### config.mk
export PLATFORM = sky130hd
export DESIGN_NAME = router_arbiter
export DESIGN_NICKNAME = d
export VERILOG_FILES = /design/src/rtl/router_arbiter.sv
export SDC_FILE = /design/constraint.sdc
export NUM_CORES = 1
export LEC_CHECK = 0
export CAP_MARGIN = 20
export CORE_ASPECT_RATIO = 1.75
export CORE_MARGIN = 3
export CORE_UTILIZATION = 31
export DETAILED_ROUTE_END_ITERATION = 12
export SKIP_CTS_REPAIR_TIMING = 1
export SLEW_MARGIN = 20
export SYNTH_ARGS = -nofsm -noshare
export SYNTH_HDL_FRONTEND = slang
export SYNTH_SLANG_ARGS = --single-unit
### constraint.sdc
create_clock -name clk -period 3.25 [get_ports clk]
set_input_delay 0.65 -clock clk [delete_from_list [all_inputs] [get_ports clk]]
set_output_delay 0.65 -clock clk [all_outputs]
set_load 0.05 [all_outputs]
### src/rtl/router_arbiter.sv
// 4x4 router arbiter: per-output round-robin grant with a registered output stage.
// Optional stall counter enabled by defining ROUTER_ARB_CONFLICT_CNT_EN.
module router_arbiter #(
  parameter int DATA_WIDTH = 8,
  parameter int CNT_WIDTH  = 16
) (
  input  logic                       clk,
  input  logic                       rst,
  input  logic [3:0]                 in_valid,
  input  logic [3:0][DATA_WIDTH-1:0] in_data,
  input  logic [3:0][1:0]            in_dest,
  output logic [3:0]                 in_ready,
  output logic [3:0][DATA_WIDTH-1:0] out_data,
  output logic [3:0]                 out_valid,
  output logic [3:0][1:0]            out_src,
  input  logic [3:0]                 out_ready
`ifdef ROUTER_ARB_CONFLICT_CNT_EN
  ,
  output logic [CNT_WIDTH-1:0]       conflict_count
`endif
);

  logic [3:0]                 out_valid_q, out_valid_d;
  logic [3:0][DATA_WIDTH-1:0] out_data_q, out_data_d;
  logic [3:0][1:0]            out_src_q, out_src_d;
  logic [3:0][1:0]            ptr_q, ptr_d;
  logic [3:0]                 free;
  logic [3:0]                 grant;
  logic [3:0][1:0]            winner;
  logic [3:0]                 ready_c;
  logic [1:0]                 cand;

  // Scan candidates starting at ptr; the first valid requester for j wins.
  always_comb begin
    free    = '0;
    grant   = '0;
    winner  = '0;
    ready_c = '0;
    cand    = '0;
    for (int j = 0; j < 4; j++) begin
      free[j] = !out_valid_q[j] || out_ready[j];
      if (free[j]) begin
        for (int k = 0; k < 4; k++) begin
          cand = ptr_q[j] + 2'(k);
          if (!grant[j] && in_valid[cand] && (in_dest[cand] == 2'(j))) begin
            grant[j]  = 1'b1;
            winner[j] = cand;
          end
        end
      end
      if (grant[j]) ready_c[winner[j]] = 1'b1;
    end
  end

  assign in_ready = rst ? ready_c : 4'b0000;

  always_comb begin
    out_valid_d = out_valid_q;
    out_data_d  = out_data_q;
    out_src_d   = out_src_q;
    ptr_d       = ptr_q;
    for (int j = 0; j < 4; j++) begin
      if (grant[j]) begin
        out_valid_d[j] = 1'b1;
        out_data_d[j]  = in_data[winner[j]];
        out_src_d[j]   = winner[j];
        ptr_d[j]       = winner[j] + 2'd1;
      end else if (free[j]) begin
        out_valid_d[j] = 1'b0;
      end
    end
  end

  always_ff @(posedge clk) begin
    if (!rst) begin
      out_valid_q <= '0;
      out_data_q  <= '0;
      out_src_q   <= '0;
      ptr_q       <= '0;
    end else begin
      out_valid_q <= out_valid_d;
      out_data_q  <= out_data_d;
      out_src_q   <= out_src_d;
      ptr_q       <= ptr_d;
    end
  end

  assign out_valid = out_valid_q;
  assign out_data  = out_data_q;
  assign out_src   = out_src_q;

`ifdef ROUTER_ARB_CONFLICT_CNT_EN
  logic [CNT_WIDTH-1:0] conflict_q, conflict_d;

  // Counts cycles in which any presented word is stalled; sticks at all-ones.
  always_comb begin
    conflict_d = conflict_q;
    if (|(in_valid & ~in_ready) && !(&conflict_q)) begin
      conflict_d = conflict_q + CNT_WIDTH'(1);
    end
  end

  always_ff @(posedge clk) begin
    if (!rst) conflict_q <= '0;
    else      conflict_q <= conflict_d;
  end

  assign conflict_count = conflict_q;
`else
  // Counter width only matters when the counter is built.
  logic [CNT_WIDTH-1:0] unused_cnt;
  assign unused_cnt = '0;
`endif

endmodule

# Word-level counts from Yosys, hierarchy flattened
# Index checks and enable logic that the tools add are counted.
word_totals:
  input_bits: 50
  wordCells: 276
  regBits: 52
op_classes:
  reduce_logical: 60
  eq_ne: 12
  order_cmp: 24
  bitwise: 3
  mux: 145
  add_sub_neg: 16
ops:
  columns: ["operator", "count"]
  rows:
  - ["two-way mux 2 bit", 36]
  - ["binary-select mux 2 bit (select 2 bit)", 16]
  - ["binary-select mux 8 bit (select 2 bit)", 4]
  - ["< comparator 2 x 3 -> 1 bit (second input constant)", 20]
  - ["two-way mux 1 bit", 60]
  - ["binary-select mux 1 bit (select 2 bit)", 16]
  - ["logical AND 1 bit", 32]
  - ["two-way mux 8 bit", 4]
  - ["two-way mux 4 bit", 5]
  - ["adder 2 x 1 -> 2 bit (second input constant)", 8]
  - ["adder 2 bit (second input constant)", 8]
  - ["equality test 2 bit (second input constant)", 8]
  - ["logical NOT 1 bit", 16]
  - ["OR 4 bit", 3]
  - ["demux 1 bit (select 2 bit)", 4]
  - ["equality test 2 x 1 -> 1 bit (second input constant)", 4]
  - [">= comparator 2 x 1 -> 1 bit (second input constant)", 4]
  - ["logical NOT 2 bit", 4]
  - ["nonzero test 2 bit", 4]
  - ["logical OR 1 bit", 4]

# Logic depth before layout (Yosys ltp)
# Gate-level depths: netlist (run 1).
depth:
  ltp_word: 33
  mapped_depth: 10
  depth_no_buf: 8

# Worst setup path before layout (run 1)
# OpenSTA, ideal clock, no wires.
synth_path:
  path_type: "input -> output"
  startpoint: "input port in_dest[1] in the netlist's numbering"
  endpoint: "output port in_ready[2]"
  path_buffers: 1
  path_slack_ns: -0.422
  stages: 7
  arrival_time_ns: 3.022
  cell_sequence: "buf_2 -> or3b_1 -> o211ai_2 -> o211ai_1 -> a221o_1 -> or3_1 -> a31oi_1"
synth_between:
  elab_chain_cells: 33
  word_cells_on_any_way: 168
synth_lines:
  columns: ["element", "line", "source"]
  rows:
  - ["start: declaration", "11", "input logic [3:0][1:0] in_dest,"]
  - ["binary-select mux 2 bit (select 2 bit)", "45", "if (!grant[j] && in_valid[cand] && (in_dest[cand] == 2'(j))) begin"]
  - ["two-way mux 2 bit (implied by the code)", "45", null]
  - ["logical NOT 2 bit", "45", null]
  - ["logical AND 1 bit", "45", null]
  - ["two-way mux 1 bit", "45", null]
  - ["two-way mux 1 bit", "42", "if (free[j]) begin"]
  - ["logical NOT 1 bit", "45", null]
  - ["logical AND 1 bit (2 in series)", "45", null]
  - ["[... 16 more ...]", null, null]
  - ["two-way mux 4 bit", "51", "if (grant[j]) ready_c[winner[j]] = 1'b1;"]
  - ["OR 4 bit (no source line)", null, null]
  - ["two-way mux 4 bit", "51", null]
  - ["OR 4 bit (no source line)", null, null]
  - ["two-way mux 4 bit", "51", null]
  - ["OR 4 bit (no source line)", null, null]
  - ["two-way mux 4 bit (*)", "51", null]
  - ["two-way mux 4 bit (*)", "55", "assign in_ready = rst ? ready_c : 4'b0000;"]
  - ["end: declaration", "12", "output logic [3:0] in_ready,"]
# Every way passes the cells marked *; elsewhere a longest branch is shown, timed or not. The select of a mux whose other input is x is not followed.

# Final worst setup path (run 1)
layout_path:
  startpoint: "input port in_dest[0] in the netlist's numbering"
  endpoint: "output port in_ready[2]"
# Same word-level chain as after synthesis.

==> results by group, run 1 <==
STA
  • Pins Over Slew Limit: 0
  • Final worst setup slack: -0.0270 ns
  • Count of endpoints failing setup in the final report: 3
  • Shortest clock period the worst path allows after layout: 3.28 ns
  • Period utilization: 1.01
  • Normalized max-slew margin: 0.530
  • Achievable Freq: 0.305 GHz
  • Setup repair after global routing missed its margin: true
  • Least-Margin Pin Slew: 0.702 ns
  • Final worst clock skew: 0.00598 ns
  • Number of endpoints with negative hold slack in the final report: 0

Clock network
  • CTS tree: yes
  • CTS buffer count: 5
  • Clock transition at the registers of the reported paths: 0.07 ns
  • Skew-Pair Late Insertion Delay: 0.30 ns
  • Clock Tree Buf Depth: 2
  • Number of levels the H-tree was split into: 2
  • Clock sink total: 52
  • Root Buffer: sky130_fd_sc_hd__clkbuf_16

Die
  • Floorplan die height: 144 µm
  • Chip width: 84.8 µm
  • Area of the die: 0.0122 mm²
  • Starting density of the core: 0.323
  • Total I/O pin count: 98
  • Std cell rows: 49
  • Core area: 0.0104 mm²

Drt
  • Drt total wl: 13.4 mm
  • Remaining design rule violation count: 0
  • Total iterations of the first detailed-routing run: 5
  • Initial drt markers: 189
  • WL/cell: 20.4 µm
  • Total number of vias: 3776
  • Final ANT Viol Nets: 0
  • Vias per inst: 5.73

Worst setup path
  • Data required, critical path: 2.60 ns
  • Critical path capture point: in_ready[2]
  • Start-to-end type of the worst setup path: in2out
  • Reg2reg path depth: 8
  • Maximum fanout encountered on the critical timing path: 4
  • Sort of element at the start of the critical path: input pin
  • Worst reg2reg setup slack: 1.05 ns
  • Origin of the worst setup path: in_dest[0]
  • RR Endpoint: out_data[19]
  • Critical path endpoint category: primary output
  • Start of the worst register-to-register path: ptr_q[5]
  • Critical path data arrival time: 2.63 ns

Yosys
  • Post-synth top area share: 0.309
  • Top cells by count, synth: sky130_fd_sc_hd__dfxtp_1, sky130_fd_sc_hd__mux2i_1, sky130_fd_sc_hd__a21oi_1, sky130_fd_sc_hd__nand3_1, sky130_fd_sc_hd__o221ai_1
  • Xor and xnor area share after synthesis: 0
  • Average instance area after synthesis: 8.73 µm²
  • Post-synthesis cell count: 386
  • Combinational family with the most area after synthesis: compound AO/OA/AOI/OAI gates
  • Yosys Warn Count: 0
  • Adder-cell share of the synthesized area: 0.0297
  • Count of flip-flops with a built-in enable after synthesis: 0
  • Most common flop cell mapped by yosys: sky130_fd_sc_hd__dfxtp_1
  • Portion of netlist area occupied by mux cells: 0.182
  • Sequential fraction of the synthesis area: 0.309
  • Leading cell types by total area after synthesis: sky130_fd_sc_hd__dfxtp_1, sky130_fd_sc_hd__mux2i_1, sky130_fd_sc_hd__o221ai_1
  • Compound-Gate Fraction of Synth Area: 0.233
  • Most numerous cell in the Yosys netlist: sky130_fd_sc_hd__dfxtp_1
  • Synthesized area: 0.00337 mm²
  • Proportion of synthesized flip-flops having asynchronous set or reset: 0
  • Cell type with the highest aggregate area in the netlist: sky130_fd_sc_hd__dfxtp_1
  • Synthesized net count: 444
  • Seq cells post-synth: 52
  • Simple-gate portion of the synthesized area: 0.203
  • Count of cell types in the netlist: 53

Global route
  • Total GRT Usage: 0.213
  • Global-route congestion overflow total: 0
  • Antenna violations before repair: 0
  • Number of global-route vias before repair: 3861
  • Wire length of the first global-routing pass: 20.2 mm
  • Maximum number of pins on one net before global-route repair: 41

Layout
  • Final non-filler cell total: 659
  • Area growth syn-to-layout: 56.2%
  • Ratio of cells with drive above 1 in the final layout: 0.248
  • Ant. Diodes: 0
  • Layout Nets: 589
  • Fill cell instance count of the final layout: 1040

Power
  • Max VDD drop: 0.000295 V
  • PD cells: 439 mW/mm²
  • Leakage power: 0.00200 µW

Min path
  • Worst min path class: reg2reg
  • Number of cells traversed by the worst hold path: 2

Placement
  • Half-perimeter wire length after detailed placement: 10.2 mm
  • Placed Cells: 649
  • Global placer's final weighted congestion: 0.975
  • Setup WS pre-CTS: -0.520 ns
  • Number of port buffers: 97

Status
  • Run status: finished, violations left
  • Violated checks: setup timing

Job
  • Max-Cap Viols: 0
-- power by group --
part / internal, µW / switching (µW) / total [µW]
clock network: 363 / 240 / 603
registers: 706 / 59.0 / 765
logic: 395 / 548 / 943
-- layout by cell type, fill, tap and decap left out, types with 4 or more instances in the layout --
cell type	instances
sky130_fd_sc_hd__clkdlybuf4s50_1	80
sky130_fd_sc_hd__buf_4	60
sky130_fd_sc_hd__dfxtp_1	52
sky130_fd_sc_hd__mux2i_1	50
sky130_fd_sc_hd__o221ai_1	32
sky130_fd_sc_hd__a21oi_1	30
sky130_fd_sc_hd__nand3_1	29
sky130_fd_sc_hd__nor2_1	22
sky130_fd_sc_hd__nand2_1	19
sky130_fd_sc_hd__buf_6	11
sky130_fd_sc_hd__mux2_2	10
sky130_fd_sc_hd__inv_1	8
sky130_fd_sc_hd__a22o_1	8
sky130_fd_sc_hd__nand2b_1	7
sky130_fd_sc_hd__o21ai_0	7
sky130_fd_sc_hd__ha_1	7
sky130_fd_sc_hd__clkbuf_16	5
sky130_fd_sc_hd__nand3_2	4
-- critical path, stage by stage --
cell                       delay, ns
sky130_fd_sc_hd__buf_6          0.10
sky130_fd_sc_hd__or3b_1         0.46
sky130_fd_sc_hd__o211ai_2       0.20
sky130_fd_sc_hd__o211ai_1       0.10
sky130_fd_sc_hd__a221o_1        0.37
sky130_fd_sc_hd__or3_4          0.42
sky130_fd_sc_hd__a31oi_4        0.17
sky130_fd_sc_hd__buf_12         0.16
-- cell type report --
type	instances	area [µm²]	share of cell area
timing repair buffer	163	1500	0.284
clock inverter	2	35.0	0.00665
inverter	9	33.8	0.00641
multi-input combinational	300	2370	0.450
sequential	52	1040	0.198
clock buffer	6	129	0.0245
tap	127	159	0.0302
-- cells by family (layout without fill, tap and decap cells) --
kind of cell	count (synthesis)	after routing
AND/OR/NAND/NOR	123	123
AO/OA/AOI/OAI	109	109
multiplexers	60	60
flip-flops	52	52
buffers and inverters	34	180
adder cells (fa/ha/maj)	8	8
-- state kept, by name (all words and copies together) (netlist names) --
signal and count:
out_data 32, out_src 8, out_valid 4, ptr_q 8
-- metrics by stage --
step | hold slack [ns] | total power (µW) | utilization | area (µm²) | setup TNS (ns)
2_1_floorplan | 0.463 | 1300 | - | 3420 | -0.0220
3_3_place_gp | 0.450 | 1690 | 0.476 | 4960 | -2.56
3_5_place_dp | 0.467 | 1690 | 0.476 | 4960 | -2.56
4_1_cts | 0.476 | 2300 | 0.491 | 5120 | -1.95
5_1_grt | 0.489 | 2410 | 0.505 | 5270 | -0.347
6_report | 0.467 | 2310 | 0.505 | 5270 | -0.0509
-- how the worst min path moves through the flow --
stage	startpoint	endpoint	slack, ns
after floorplan	ptr_q[4]	ptr_q[4]	0.46
after global placement	out_src[1]	out_src[1]	0.45
after detailed placement	out_src[7]	out_src[7]	0.47
after CTS	out_src[1]	out_src[1]	0.48
after global routing	out_src[5]	out_src[5]	0.49
final	out_src[1]	out_src[1]	0.47
-- routing by layer --
layer | up-vias | wire [µm] | GRT usage
met3 | 30 | 548 | 0.0241
met5 | - | 0 | 0
li1 | 1798 | - | -
met4 | 0 | 536 | 0.107
met1 | 1811 | 5110 | 0.231
met2 | 137 | 7240 | 0.401
Note: power is estimated with default switching activity, not from simulation.
==> run 2: changes to the inputs <==
Settings changed: CORE_MARGIN 3 to 2, CORE_UTILIZATION 31 to 41, PLACE_DENSITY set to 0.71.
==> results by group, run 2 (synthesized netlist as in run 1, its figures left out) <==
Min path
  • Start point of the worst hold path: out_src[1]
  • Worst min path class: reg2reg
  • Number of cells traversed by the worst hold path: 2 (unchanged)
  • End point of the most critical hold path: out_src[1]

STA
  • Achievable Freq: 0.309 GHz (+1.3%)
  • Final worst clock skew: 0.00582 ns (-0.000163 ns)
  • Least-Margin Pin Slew: 0.545 ns (-0.157 ns)
  • Number of endpoints with negative hold slack in the final report: 0 (unchanged)
  • WHS: 0.460 ns (-0.00693 ns)
  • Normalized max-slew margin: 0.635 (+0.105)
  • Setup repair after global routing missed its margin: true
  • Shortest clock period the worst path allows after layout: 3.23 ns (-0.0426 ns)
  • Pins Over Slew Limit: 0 (unchanged)
  • Period utilization: 0.995 (-0.0131)
  • Setup TNS: 0 ns (+0.0509 ns)
  • Count of endpoints failing setup in the final report: 0 (-3)

Layout
  • Area growth syn-to-layout: 54.8%
  • Ratio of cells with drive above 1 in the final layout: 0.254 (+0.00564)
  • Seq. cell area: 0.00104 mm² (unchanged)
  • Fill cell instance count of the final layout: 676 (-35%)
  • Layout Nets: 589 (unchanged)
  • Area of combinational cells with multiple inputs: 0.00240 mm² (+1.1%)
  • Commonest non-fill, non-tap cell in the layout: sky130_fd_sc_hd__clkdlybuf4s50_1
  • Number of flip-flops in the largest register: 32 (unchanged)
  • Highest-count cells in the layout ignoring fill and taps: sky130_fd_sc_hd__clkdlybuf4s50_1, sky130_fd_sc_hd__buf_4, sky130_fd_sc_hd__dfxtp_1, sky130_fd_sc_hd__mux2i_1, sky130_fd_sc_hd__o221ai_1
  • Ant. Diodes: 0 (unchanged)
  • Total non-filler cell area in the finished layout: 0.00522 mm² (-0.90%)

Worst setup path
  • Cell family contributing the most delay on the critical path: compound AO/OA/AOI/OAI gates
  • Worst reg2reg setup slack: 1.06 ns (about the same)
  • Critical path endpoint category: primary output
  • RR Endpoint: out_data[29]
  • Start-to-end type of the worst setup path: in2out
  • Most common cell on crit path: sky130_fd_sc_hd__buf_6
  • Sort of element at the start of the critical path: input pin
  • CP Buf/Inv Count: 5 (+3)
  • Library cell contributing the largest single delay on the critical path: sky130_fd_sc_hd__a222oi_1
  • Series of cell instances along the critical path: buf_6, buf_6, nand4_1, nand2b_1, a221oi_2, o21a_1, inv_1, ha_1, a222oi_1, buf_4, a21oi_4, buf_6
  • Start of the worst register-to-register path: ptr_q[7]
  • Reg2reg path depth: 9 (+1)
  • CP max stage delay: 0.37 ns (-0.09 ns)
  • Data required, critical path: 2.60 ns (about the same)
  • Critical path data arrival time: 2.58 ns (-0.05 ns)
  • Maximum fanout encountered on the critical timing path: 8 (+4)

Global route
  • Total GRT Usage: 0.275 (+0.0622)
  • Number of global-route vias before repair: 3706 (-4.0%)
  • Global-route congestion overflow total: 0 (unchanged)
  • Wire length of the first global-routing pass: 18.8 mm (-6.8%)
  • Maximum number of pins on one net before global-route repair: 41 (unchanged)
  • Antenna violations before repair: 0 (unchanged)

Placement
  • DP Area: 0.00488 mm² (-1.5%)
  • Half-perimeter wire length after detailed placement: 9.47 mm (-6.9%)
  • Global placer's final weighted congestion: 0.914 (-6.3%)
  • Number of port buffers: 97 (unchanged)

Power
  • Clock power share: 0.241 (-0.020)
  • Flop pwr share: 0.339 (+0.008)
  • Relative contribution of combinational cells to total power: 0.420 (+0.012)
  • Max VDD drop: 0.000274 V (-7.2%)
  • Pwr Total: 2240 µW (-2.8%)
  • Sw power: 835 µW (-1.5%)
  • Int Power: 1410 µW (-3.6%)
  • Leakage power: 0.00200 µW (+0.27%)
  • Switching power as a share of total power: 0.372 (+0.00524)
  • PD cells: 430 mW/mm² (-2.0%)

Die
  • Std cell rows: 43 (-12%)
  • Floorplan die height: 124 µm (-14%)
  • Starting density of the core: 0.423 (+0.0999)
  • Total I/O pin count: 98 (unchanged)
  • Core area: 0.00796 mm² (-24%)
  • Area of the die: 0.00899 mm² (-26%)
  • Chip width: 72.5 µm (-14%)

Drt
  • WL met2: 6.62 mm (-8.6%)
  • Initial drt markers: 173 (-8.5%)
  • Final ANT Viol Nets: 0 (unchanged)
  • Total iterations of the first detailed-routing run: 5 (unchanged)
  • WL/cell: 20.1 µm (-1.5%)
  • Top sig layer: met4
  • Met3 routed wirelength: 622 µm (+14%)
  • Remaining design rule violation count: 0 (unchanged)
  • Total number of vias: 3796 (+0.53%)
  • Detailed-routing wirelength on met1: 4.55 mm (-11%)
  • Drt total wl: 12.5 mm (-7.0%)
  • Vias per inst: 6.10 (+6.5%)

Job
  • Max-Cap Viols: 0 (unchanged)

Clock network
  • Root Buffer: sky130_fd_sc_hd__clkbuf_16
  • CTS tree: yes
  • CTS buffer count: 5 (unchanged)
  • Clock Tree Buf Depth: 2 (unchanged)
  • Number of levels the H-tree was split into: 2 (unchanged)
  • Clock sink total: 52 (unchanged)
  • Clock transition at the registers of the reported paths: 0.06 ns (about the same)
  • Skew-Pair Late Insertion Delay: 0.29 ns (about the same)

Status
  • Run status: finished clean
[run 2: through the flow]
stage | util | setup WS (ns) | cells
finish | 0.655 | 0.0156 | 622
global route | 0.655 | -0.0747 | 622
CTS | 0.631 | -0.526 | 616
detailed placement | 0.613 | -0.521 | 608
global placement | 0.613 | -0.524 | 608
floorplan | - | -0.0220 | 386
[run 2: worst min-delay path: stages (launching register included)]
cell,delay [ns]
sky130_fd_sc_hd__dfxtp_1,0.31
sky130_fd_sc_hd__nand2_1,0.05
sky130_fd_sc_hd__a21oi_1,0.05
[run 2: routing by layer]
metal	track usage	up-vias
met5	0	-
met4	0.160	0
met3	0.0388	48
li1	-	1796
met1	0.293	1802
met2	0.503	150
[run 2: worst max path at each step]
stage	startpoint	to	slack, ns	depth (start not counted)
3_5_place_dp	in_valid[2]	in_ready[0]	-0.52	11
5_1_grt	in_dest[4]	in_ready[3]	-0.07	11
3_3_place_gp	in_valid[1]	in_ready[2]	-0.52	9
6_report	in_dest[1]	in_ready[0]	0.02	12
4_1_cts	in_valid[1]	in_ready[2]	-0.53	9
2_1_floorplan	in_dest[1]	in_ready[2]	-0.02	7
[run 2: power by group through the flow]
stage,registers [µW],clock network (µW),logic (µW)
after floorplan,957,0,340
after detailed placement,771,0,902
after global routing,769,582,992
final,760,542,943
after global placement,771,0,894
after CTS,757,552,908
[run 2: layout make-up]
class | count | share of cell area
inverter | 9 | 0.00647
tap | 90 | 0.0216
clock buffer | 8 | 0.0281
multi-input combinational | 300 | 0.459
timing repair buffer | 163 | 0.285
sequential | 52 | 0.199
==> variant 1, RTL diff (flow settings as in run 1) <==
Take the reset off `out_src_q` and load it in a clocked block of its own.
--- a/src/rtl/router_arbiter.sv
+++ b/src/rtl/router_arbiter.sv
@@ -76,12 +76,14 @@
       out_valid_q <= '0;
       out_data_q  <= '0;
-      out_src_q   <= '0;
       ptr_q       <= '0;
     end else begin
       out_valid_q <= out_valid_d;
       out_data_q  <= out_data_d;
-      out_src_q   <= out_src_d;
       ptr_q       <= ptr_d;
     end
+  end
+
+  always_ff @(posedge clk) begin
+    out_src_q <= out_src_d;
   end
 
Check against the original RTL: not equivalent (Yosys sat finds a counterexample within 4 cycles, from zero or initial values and one cycle with rst low).
==> variant 1 against run 1 <==
Largest cell class unchanged; worst setup slack improved by 0.049 ns; sequential share of layout area increased by 0.61 points; routed wire length increased by 2.5%; synthesized cell count decreased by 0.78%; cell area increased by 4.6%; combinational power increased by 23%; total power increased by 12%; critical endpoint is now in_ready[3]; sequential cell count unchanged; register-to-register slack got worse by 0.12 ns; largest power group unchanged; core utilization decreased by 1.5 points; synthesized area increased by 6.3%.
==> variant 1: results (changes against run 1) <==
Power and ir drop
  – Worst IR Drop VDD: 303 uV (was 295 uV)
  – Pwr per Cell Area: 471 nW/um2 (was 439 nW/um2)
  – Clock network power share: 24.3% (was 26.1%)
  – Logic pwr share: 44.8% (was 40.8%)
  – Total power: 2.59 mW (was 2.31 mW)
  – Internal Power: 1.60 mW (was 1.46 mW)
  – LEAKAGE: 2.20 nW (was 2.00 nW)

Cells and area
  – Nets: 584 (was 589)
  – Largest register FFs: 32 (unchanged)
  – Fillers: 1060 (was 1040)
  – Share of post-route cells with drive strength above 1: 28.7% (was 24.8%)

Placement
  – Cells after DPL: 642 (was 649)
  – Post-DP Area: 5100 um2 (was 4960 um2)
  – Port bufs: 97 (unchanged)
  – DP Worst Slack: -0.615 ns (was -0.520 ns)
  – Post-DP HPWL: 10400 um (was 10200 um)

Critical path
  – R2R Setup Slk: 0.93 ns (was 1.05 ns)
  – Worst EP arrival: 2.58 ns (was 2.63 ns)
  – RR Startpoint: ptr_q[7] (was ptr_q[5])
  – R2R cell count: 7 (was 8)
  – Reg-to-Reg End: out_data[25] (was out_data[19])

Global routing
  – Vias in the first global route: 3879 (was 3861)
  – First-pass GRT wire length: 20700 um (was 20200 um)
  – Largest net degree at the start of global routing: 42 (was 41)
  – GRT Util Overall: 20.8% (was 21.3%)

Yosys
  – Post-synth EDFFs: 8 (was 0)
  – Synth Instances: 383 (was 386)
  – Sequential area share after synthesis: 31.3% (was 30.9%)
  – Unique masters post-synth: 62 (was 53)
  – Syn Nets: 441 (was 444)
  – Synth area leaders: dfxtp_1 (25%), mux2i_1 (16%), edfxtp_1 (6.7%) (was dfxtp_1 (31%), mux2i_1 (15%), o221ai_1 (8.3%))
  – Synth cell count leaders: mux2i_1 (57), dfxtp_1 (44), nand2_1 (25) (was dfxtp_1 (52), mux2i_1 (50), a21oi_1 (33), nand3_1 (33), o221ai_1 (32))

Worst hold path
  – Hold Startpoint: out_data[21] (was out_src[1])
  – Worst Hold Endpoint: out_data[21] (was out_src[1])

STA
  – Setup Skew: 0.00506 ns (was 0.00598 ns)
  – Worst hold margin: 0.475 ns (was 0.467 ns)
  – Measured slew at the worst slew-check pin: 0.685 ns (was 0.702 ns)

Routing
  – Routed WL: 13800 um (was 13400 um)
  – Pre-Repair DR Iteration Count: 4 (was 5)
  – Via count: 3782 (was 3776)
  – Initial DRC count: 174 (was 189)

Status
  – Status: finished clean (was finished, violations left)
==> variant 1: cell types whose count changed after synthesis, moves of 10 or more <==
cell	run 1	this run
nand3_1	33	6
o21ai_0	7	17
a21oi_1	33	7
o221ai_1	32	9
o2111ai_1	1	16
==> variant 1: worst max-delay path: stages <==
cell and delay (ns):
dlymetal6s2s_1 0.14, buf_4 0.14, and3_1 0.18, nor2_2 0.15, o21ai_1 0.10, o211ai_2 0.22
inv_2 0.08, ha_1 0.18, a222oi_1 0.32, buf_4 0.18, a21oi_4 0.05, buf_6 0.18
==> variant 1: logic make-up (layout without fill, tap and decap cells) <==
family / Yosys count / count (layout) / synth area share, %
AO/OA/AOI/OAI: 112 / 112 / 23.6
AND/OR/NAND/NOR: 102 / 102 / 16.0
multiplexers: 74 / 74 / 21.3
flip-flops: 52 / 52 / 31.3
buffers and inverters: 35 / 179 / 4.96
adder cells (fa/ha/maj): 8 / 8 / 2.79
==> variant 1: metal layers <==
| metal | wire length, um | GRT usage [%] |
|---|---|---|
| met3 | 610 | 3.49 |
| met4 | 707 | 11.6 |
| met5 | 0 | 0 |
| met2 | 7490 | 38.1 |
| met1 | 4970 | 21.6 |
==> variant 1: layout make-up <==
type | instances | area share, %
sequential | 52 | 20.4
inverter | 8 | 0.545
timing repair buffer | 163 | 27.1
clock buffer | 8 | 3.23
multi-input combinational | 296 | 45.8
tap | 132 | 3.00
==> variant 1: worst max-delay path by stage <==
stage	start	slack, ns	to	cells past startpoint
after floorplan	in_valid[0]	-0.04	in_ready[2]	10
after global placement	in_valid[0]	-0.51	in_ready[3]	11
after detailed placement	in_valid[0]	-0.62	in_ready[3]	10
after CTS	in_valid[0]	-0.62	in_ready[3]	10
after global routing	out_ready[3]	-0.07	in_ready[0]	10
final	in_dest[6]	0.02	in_ready[3]	12
==> variant 2, RTL diff (config.mk and constraints of run 1) <==
Without the edit above. The option `ROUTER_ARB_CONFLICT_CNT_EN` is turned on by a define.
--- a/src/rtl/router_arbiter.sv
+++ b/src/rtl/router_arbiter.sv
@@ -1,4 +1,6 @@
 // 4x4 router arbiter: per-output round-robin grant with a registered output stage.
 // Optional stall counter enabled by defining ROUTER_ARB_CONFLICT_CNT_EN.
+`define ROUTER_ARB_CONFLICT_CNT_EN
+
 module router_arbiter #(
   parameter int DATA_WIDTH = 8,
Check against the original RTL (old outputs only; new: conflict_count): same outputs for any inputs over 4 cycles, from zero or initial values and one cycle with rst low; that may be too few to reach the edited logic, so the function may still have changed.
==> variant 2 against run 1 <==
The run still ends with setup timing left; worst setup slack got worse by 0.15 ns; clock power is 92% higher; total power up 35%; sequential cell count grew 16; routed wire length rose by 17%; combinational power increased by 8%; synthesized cell count rose by 33%; cell area is 27% higher; global-route usage fell by 0.76 points; synthesized area rose by 28%; count of clock-buffer cells in the layout grew 5; clock skew up 0.0041 ns.
==> variant 2: results (changes against run 1) <==
Status
  – Failing checks: setup timing (unchanged)
  – Status: finished, violations left (unchanged)

STA
  – Final setup TNS: -0.900 ns (was -0.0509 ns)
  – Worst setup margin: -0.178 ns (was -0.0270 ns)
  – Final setup viols: 11 (was 3)
  – Worst hold margin: 0.454 ns (was 0.467 ns)
  – Setup Skew: 0.0101 ns (was 0.00598 ns)

Global routing
  – Met2 global-route usage: 38.4% (was 40.1%)
  – First-pass GRT wire length: 24200 um (was 20200 um)
  – Largest net degree at the start of global routing: 47 (was 41)
  – GR Util met1: 21.0% (was 23.1%)
  – GRT met3 Usage: 3.43% (was 2.41%)
  – Vias in the first global route: 4719 (was 3861)
  – GRT Util Overall: 20.5% (was 21.3%)

Yosys
  – Synth area leaders: dfxtp_1 (32%), mux2i_1 (9.5%), mux2_2 (7.9%) (was dfxtp_1 (31%), mux2i_1 (15%), o221ai_1 (8.3%))
  – Sequential area share after synthesis: 31.6% (was 30.9%)
  – Unique masters post-synth: 56 (was 53)
  – Avg Cell Area, Syn: 8.39 um2 (was 8.73 um2)
  – Syn Nets: 576 (was 444)
  – Synth cell count leaders: nand2_1 (71), dfxtp_1 (68), a21oi_1 (55) (was dfxtp_1 (52), mux2i_1 (50), a21oi_1 (33), nand3_1 (33), o221ai_1 (32))

CTS
  – Max H-tree Level: 3 (was 2)
  – Clk_lat worst skew: 0.34 ns (was 0.30 ns)
  – CTS Buf Count: 9 (was 5)

Critical path
  – Crit-path max FO: 5 (was 4)
  – First element of the critical path: in_valid[0] (was in_dest[0])
  – CP top delay family: compound AO/OA/AOI/OAI gates (was simple AND/OR/NAND/NOR gates)
  – Largest stage delay, worst path: 0.42 ns (was 0.46 ns)
  – Slowest cell on crit path: a2111o_1 (was or3b_1)
  – R2R Setup Slk: 0.11 ns (was 1.05 ns)
  – Worst EP arrival: 2.78 ns (was 2.63 ns)
  – RR Startpoint: ptr_q[6] (was ptr_q[5])

Power and ir drop
  – Clock group power: 1.16 mW (was 603 uW)
  – LEAKAGE: 2.75 nW (was 2.00 nW)
  – Clock network power share: 37.0% (was 26.1%)

Routing
  – Pre-Repair DR Iteration Count: 4 (was 5)
  – Initial DRC count: 234 (was 189)
  – Via count: 4619 (was 3776)
  – WL met1: 5770 um (was 5110 um)
  – Met2 routed WL: 8730 um (was 7240 um)

Placement
  – Post-DP HPWL: 12000 um (was 10200 um)
  – GP Congestion: 0.870 (was 0.975)
  – Post-DP Area: 6170 um2 (was 4960 um2)
  – Port bufs: 113 (was 97)
  – DP Worst Slack: -0.832 ns (was -0.520 ns)

Cells and area
  – Nets: 752 (was 589)

Worst hold path
  – Hold Startpoint: out_data[2] (was out_src[1])
==> variant 2: worst min-delay path, cell delays in order, from the launching register on <==
cell	delay (ns)
dfxtp_1	0.31
nand2_1	0.05
a21oi_1	0.05
==> variant 2: cell type report <==
type	instances	area, um2
well taps	174	218
clock inverters	5	108
inverters	11	41.3
repair buffers	191	1740
fillers	1278	6820
clock buffers	11	243
flip-flops and latches	68	1360
multi-input cells	408	2990
==> variant 2: cells by family after synthesis <==
logic type | count (synthesis) | share of synthesized area [%]
AO/OA/AOI/OAI | 126 | 20.4
multiplexers | 71 | 17.4
buffers and inverters | 37 | 3.40
XOR/XNOR | 5 | 1.02
AND/OR/NAND/NOR | 193 | 22.3
flip-flops | 68 | 31.6
adder cells (fa/ha/maj) | 13 | 3.78
==> variant 2: path summary, 6_finish.rpt <==
kind | end | depth (start not counted)
worst min-delay path | out_data[2] | 2
worst max-delay path | in_ready[0] | 12
worst max register to register | conflict_count[11] | 13
worst min register to register | out_data[2] | 2
